**src/rtl/risc16_pkg.sv**
```systemverilog
// risc16_pkg: shared RiSC-16 sequencer states, wait codes and opcodes.
package risc16_pkg;
    typedef enum logic [2:0] {
        IDLE   = 3'd0,
        FETCH  = 3'd1,
        DECODE = 3'd2,
        WAIT   = 3'd3,
        WB     = 3'd4
    } state_t;

    localparam logic [1:0] WC_NONE  = 2'd0;
    localparam logic [1:0] WC_ONE   = 2'd1;
    localparam logic [1:0] WC_TWO   = 2'd2;
    localparam logic [1:0] WC_THREE = 2'd3;

    localparam logic [2:0] OP_ADD  = 3'b000;
    localparam logic [2:0] OP_ADDI = 3'b001;
    localparam logic [2:0] OP_NAND = 3'b010;
    localparam logic [2:0] OP_LUI  = 3'b011;
    localparam logic [2:0] OP_SW   = 3'b100;
    localparam logic [2:0] OP_LW   = 3'b101;
    localparam logic [2:0] OP_BEQ  = 3'b110;
    localparam logic [2:0] OP_JALR = 3'b111;
endpackage

```
**src/rtl/seq_instret_counter.sv**
```systemverilog
// seq_instret_counter: wrapping retired-instruction counter.
module seq_instret_counter #(
    parameter int W = 16
) (
    input  logic         clk,
    input  logic         rst_n,
    input  logic         en,
    output logic [W-1:0] cnt
);
    always_ff @(posedge clk or negedge rst_n)
        if (!rst_n) cnt <= '0;
        else if (en) cnt <= cnt + 1'b1;
endmodule

```
**src/rtl/cycle_sequencer.sv**
```systemverilog
// cycle_sequencer: multicycle RiSC-16 sequencer gating IR/PC/RF/DMEM write strobes.
// CYCLE_SEQ_INSTRET_EN builds the retired-instruction counter; otherwise instret is 0.
module cycle_sequencer
    import risc16_pkg::*;
#(
    parameter int CNT_W = 16
) (
    input  logic             clk,
    input  logic             rst_n,
    input  logic             run,
    input  logic             stall,
    input  logic [1:0]       wait_cycle,
    input  logic             werf,
    input  logic             wedmem,
    output logic             ir_we,
    output logic             pc_we,
    output logic             rf_we_n,
    output logic             dmem_we_n,
    output logic             busy,
    output logic             instr_done,
    output logic [2:0]       state,
    output logic [CNT_W-1:0] instret
);
    state_t     st_q, st_d;
    logic [1:0] cnt_q, cnt_d;
    logic       commit;

    always_ff @(posedge clk or negedge rst_n)
        if (!rst_n) begin
            st_q  <= IDLE;
            cnt_q <= '0;
        end else begin
            st_q  <= st_d;
            cnt_q <= cnt_d;
        end

    // commit is only raised when unstalled, so every strobe below inherits the stall gate
    always_comb begin
        st_d   = st_q;
        cnt_d  = cnt_q;
        commit = 1'b0;
        if (!stall)
            case (st_q)
                IDLE:   st_d = run ? FETCH : IDLE;
                FETCH:  st_d = DECODE;
                DECODE:
                    if (wait_cycle == WC_NONE) begin
                        commit = 1'b1;
                        st_d   = run ? FETCH : IDLE;
                    end else if (wait_cycle == WC_ONE) begin
                        st_d = WB;
                    end else begin
                        cnt_d = wait_cycle - WC_TWO;
                        st_d  = WAIT;
                    end
                WAIT:
                    if (cnt_q == 2'd0) st_d = WB;
                    else cnt_d = cnt_q - 2'd1;
                WB: begin
                    commit = 1'b1;
                    st_d   = run ? FETCH : IDLE;
                end
                default: st_d = IDLE;
            endcase
    end

    assign ir_we      = !stall && st_q == FETCH;
    assign pc_we      = commit;
    assign rf_we_n    = !commit || werf;
    assign dmem_we_n  = !commit || wedmem;
    assign instr_done = commit;
    assign busy       = st_q != IDLE;
    assign state      = st_q;

`ifdef CYCLE_SEQ_INSTRET_EN
    seq_instret_counter #(.W(CNT_W)) u_instret (
        .clk  (clk),
        .rst_n(rst_n),
        .en   (commit),
        .cnt  (instret)
    );
`else
    assign instret = '0;
`endif
endmodule

```
**config.mk**
```make
export PLATFORM = sky130hd
export DESIGN_NAME = cycle_sequencer
export DESIGN_NICKNAME = d
export VERILOG_FILES = /design/src/rtl/risc16_pkg.sv /design/src/rtl/seq_instret_counter.sv /design/src/rtl/cycle_sequencer.sv
export SDC_FILE = /design/constraint.sdc
export NUM_CORES = 1
export LEC_CHECK = 0
export CORE_AREA = 8 8 47 49
export CTS_CLUSTER_DIAMETER = 30
export DETAILED_ROUTE_END_ITERATION = 10
export DIE_AREA = 0 0 55 57
export GPL_ROUTABILITY_DRIVEN = 0
export PLACE_DENSITY = 0.85
export SKIP_CTS_REPAIR_TIMING = 1
export SYNTH_ARGS = -nofsm -noshare
export SYNTH_HDL_FRONTEND = slang
export SYNTH_SLANG_ARGS = --single-unit
```
**constraint.sdc**
```tcl
create_clock -name clk -period 3.7 [get_ports clk]
set_input_delay 0.74 -clock clk [delete_from_list [all_inputs] [get_ports clk]]
set_output_delay 0.74 -clock clk [all_outputs]
set_load 0.02 [all_outputs]
```
# Word level (Yosys, flattened, before mapping)
# Cells that the tools add are included.
classes:
  n_addsub: 2
  n_eq_ne: 9
  n_mux: 12
  bitwise: 1
  n_reduce_logical: 13
op_table:
  columns: ["operator", "n"]
  rows:
  - ["$pmux W3 S4", 1]
  - ["$mux W3", 3]
  - ["$ne A2 B2 Y1 const B", 4]
  - ["$eq A3 B2 Y1 const B", 2]
  - ["$mux W2", 3]
  - ["$reduce_and A5 Y1", 1]
  - ["$logic_not A2 Y1", 2]
  - ["$pmux W2 S2", 1]
  - ["$eq A3 B1 Y1 const B", 1]
  - ["$eq A3 B3 Y1 const B", 1]
  - ["$logic_not A3 Y1", 1]
  - ["$mux W1", 3]
  - ["$reduce_bool A3 Y1", 1]
  - ["$eq A2 B1 Y1 const B", 1]
  - ["$logic_not A1 Y1", 2]
  - ["$logic_or A1 B1 Y1", 2]
  - ["$pmux W1 S2", 1]
  - ["$reduce_and A2 Y1", 1]
  - ["$reduce_bool A2 Y1", 1]
  - ["$reduce_or A2 Y1", 1]
  - ["$sub A2 B1 Y2 const B", 1]
  - ["$sub A2 B2 Y2 const B", 1]
  - ["$logic_and A1 B1 Y1", 1]
  - ["$not A1 Y1", 1]
totals:
  register_bits: 5
  input_bits: 8
  out_inout_bits: 25
  wordCells: 39

# Logic depth before layout (Yosys ltp)
depth:
  depth_word: 6
  ltp_mapped: 5
  ltp_nobuf: 5

# Worst setup path before layout
# No wires, ideal clock.
synth_path:
  kind: "input port to output port"
  start: "input port wait_cycle[0]"
  end: "output port pc_we"
  arrival_ns: 1.457
  setup_slack_ns: 1.503
  path_stages: 4
  path_buffers: 1
  path_cell_list: "nor4b_1 o21ai_1 inv_1 buf_4"
synth_via:
  elab_chain_cells: 4
synth_rtl:
  columns: ["element", "line", "source"]
  rows:
  - ["from (decl)", "cycle_sequencer.sv:12", "input logic [1:0] wait_cycle,"]
  - ["$logic_not A2 Y1", "cycle_sequencer.sv:47", "if (wait_cycle == WC_NONE) begin"]
  - ["$mux W1", "cycle_sequencer.sv:47", null]
  - ["$pmux W1 S2", "cycle_sequencer.sv:43", "case (st_q)"]
  - ["$mux W1", "cycle_sequencer.sv:42", "if (!stall)"]
  - ["to (decl)", "cycle_sequencer.sv:16", "output logic pc_we,"]
# Every way passes these cells.

# Final worst setup path
layout_path:
  start: "input port wait_cycle[1]"
  end: "output port rf_we_n"
layout_via:
  elab_chain_cells: 6
layout_rtl:
  columns: ["element", "line", "source"]
  rows:
  - ["$logic_not A2 Y1", "cycle_sequencer.sv:47", null]
  - ["$mux W1", "cycle_sequencer.sv:47", null]
  - ["$pmux W1 S2", "cycle_sequencer.sv:43", null]
  - ["$mux W1", "cycle_sequencer.sv:42", null]
  - ["$logic_not A1 Y1", "cycle_sequencer.sv:69", "assign rf_we_n = !commit || werf;"]
  - ["$logic_or A1 B1 Y1", "cycle_sequencer.sv:69", null]
  - ["to (decl)", "cycle_sequencer.sv:17", "output logic rf_we_n,"]
# Every way passes these cells.

==> flow_summary.json <==
{
  "status": "completed",
  "dieHeight_um": 57,
  "finalMaxSlewViolations": 0,
  "layout.area.seq_um2": 125,
  "p_total_mw": 0.467,
  "fillers": 169,
  "slowest_delay_ns": 0.55,
  "period_needed_ns": 3.22,
  "cts_sinks": 5,
  "power.density_nw_per_um2": 728,
  "ioPinCount": 33,
  "cts_buffers": 3,
  "p_leak_nw": 0.280,
  "path_cells": "clkdlybuf4s50_1 > nor4b_1 > o21ai_1 > or2_2 > clkdlybuf4s50_1",
  "hpwl_um": 990,
  "rsz0062_at_grt": "no",
  "drt-total-wl_mm": 1.21,
  "cap_violations": 0,
  "fin_hold_ws_ns": 0.511,
  "grt_pass1_wl_mm": 1.90,
  "drc_errors": 0,
  "grtUsageTotal_pct": 7.81,
  "hold_path.class": "flop to flop",
  "via_per_inst": 4.56,
  "critPathRequiredTime_ns": 2.96,
  "clock_latency_ns": 0.23,
  "root_buffer": "clkbuf_4",
  "area_delta_synth_final_pct": 22.2,
  "yosysWarnings": 0,
  "synthCells": 65,
  "path_class": "input pin to output pin",
  "die_width_um": 55,
  "dpl_cell_area_um2": 614,
  "max-vdd-ir-drop_mv": 0.345,
  "syn_area_um2": 524,
  "grt_pass1_vias": 454,
  "drt_iter0_drc": 6,
  "start_util_pct": 33.3,
  "cp_common_cell": "clkdlybuf4s50_1",
  "clk_path_buf_depth": 2,
  "crit_slowest_cell": "clkdlybuf4s50_1",
  "ys_ff_latch": 5,
  "path_clk_slew_ns": 0.04,
  "dieArea_um2": 3140,
  "finClkSkew_ns": 0.0000682,
  "post-route-period-util_pct": 86.9,
  "fin_setup_tns_ns": 0,
  "drive_gt1_share_pct": 7.50,
  "cts_htree_levels": 1,
  "synth-seq-area-share_pct": 23.9,
  "ys_types": 30,
  "wire_per_inst_um": 12.5,
  "grt_max_degree": 15,
  "final_hold_viol_count": 0,
  "cts_tree": "done",
  "synth.avg_cell_area_um2": 8.07,
  "multi_input_area_um2": 297,
  "io_buffers": 16,
  "setup_viol": 0,
  "first_pass_iters": 4,
  "setup.worst_path.end_class": "output pin",
  "timing.fmax_ghz": 0.311,
  "diodes": 0,
  "cp-start-kind": "input pin",
  "grt_overflow_total": 0,
  "grt_antenna_before_repair": 0,
  "drtAntennaViolNets": 0,
  "core-area_um2": 1580,
  "num_vias": 442,
  "path_max_fanout": 6,
  "cp.arrival_ns": 2.48,
  "layout.nets": 90,
  "rows": 15,
  "design_area_um2": 641
}
==> logic make-up (layout without fill, tap and decap cells) <==
kind of cell | Yosys count | count (layout) | share of synthesized area [%]
buf+inv | 23 | 23 | 30.3
simple gates | 22 | 22 | 25.3
compound gates | 13 | 13 | 17.4
flops | 5 | 5 | 23.9
fa+ha+maj | 1 | 1 | 2.39
other cells | 1 | 16 | 0.715
==> synthesized netlist by cell type <==
library cell / count / area [µm²]
a211oi_1: 1 / 7.51
a21oi_1: 3 / 15.0
a22o_1: 1 / 8.76
and2_1: 1 / 6.26
buf_2: 1 / 5.00
buf_4: 17 / 128
buf_6: 1 / 11.3
clkbuf_1: 1 / 3.75
conb_1: 1 / 3.75
dfrtp_1: 5 / 125
ha_1: 1 / 12.5
inv_1: 3 / 11.3
nand2_1: 3 / 11.3
nand2b_1: 4 / 25.0
nand3b_1: 1 / 7.51
nor2_1: 3 / 11.3
nor2b_1: 2 / 12.5
nor3_1: 1 / 5.00
nor4b_1: 2 / 17.5
o211ai_1: 1 / 7.51
o21ai_0: 1 / 5.00
o21ai_1: 1 / 5.00
o21bai_1: 1 / 7.51
o221ai_1: 1 / 8.76
o311a_1: 1 / 10.0
o31ai_1: 1 / 7.51
o41ai_1: 1 / 8.76
or2_2: 2 / 12.5
or3_1: 2 / 12.5
or3b_4: 1 / 11.3
==> report_power, final <==
group | leakage, nW | switching (mW) | internal (mW) | total, mW
clock | 0.0150 | 0.0195 | 0.0406 | 0.0601
sequential | 0.0634 | 0.0552 | 0.0806 | 0.136
combinational | 0.201 | 0.136 | 0.135 | 0.271
==> final cells by class <==
| type | instances | area share [%] |
|---|---|---|
| multi-input combinational | 52 | 46.3 |
| tap | 17 | 3.32 |
| clock buffer | 4 | 4.10 |
| sequential | 5 | 19.5 |
| timing repair buffer | 16 | 25.0 |
| inverter | 3 | 1.76 |
==> layer usage <==
layer / GRT usage, % / wire length (µm) / vias up
met5: 0 / 0 / -
met4: 4.47 / 0 / 0
met3: 3.90 / 128 / 0
met2: 12.0 / 584 / 21
met1: 8.23 / 499 / 203
li1: - / - / 218
==> per-stage QoR <==
step / utilization [%] / cells / setup WS (ns)
floorplan: - / 80 / 1.50
global placement: 39.0 / 93 / 0.502
detailed placement: 39.0 / 93 / 0.489
CTS: 40.6 / 97 / 0.481
global route: 40.6 / 97 / 0.432
finish: 40.6 / 97 / 0.483
==> final timing paths <==
path	startpoint	to	slack [ns]	depth (start not counted)
setup reg to reg	state[1]	cnt_q[1]	2.23	3
hold / removal	cnt_q[1]	cnt_q[1]	0.51	2
max in group asynchronous	rst_n	cnt_q[0]	2.80	1
min in group asynchronous	rst_n	state[2]	0.72	1
setup / recovery	wait_cycle[1]	rf_we_n	0.48	5
hold reg to reg	cnt_q[1]	cnt_q[1]	0.51	2
==> cells in the final DEF (no fill, tap or decap), types with 2 or more instances in the layout <==
master	synthesis	final
nand2_1	3	3
a21oi_1	3	3
nor2b_1	2	2
or3_1	2	2
clkdlybuf4s50_1	0	16
nor4b_1	2	2
or2_2	2	2
nand2b_1	4	4
conb_1	1	16
nor2_1	3	3
dfrtp_1	5	5
inv_1	3	3
clkbuf_4	0	3
==> flip-flops by register name (all words and copies together) (netlist names) <==
name,cells
state,3
cnt_q,2
==> critical path: cells and delay by family <==
kind | cells | cell delay (ns)
AOI/OAI and AO/OA | 1 | 0.14
and+or+nand+nor | 2 | 0.56
buffers and inverters | 2 | 1.05
Power figures use the tool's default switching activity.
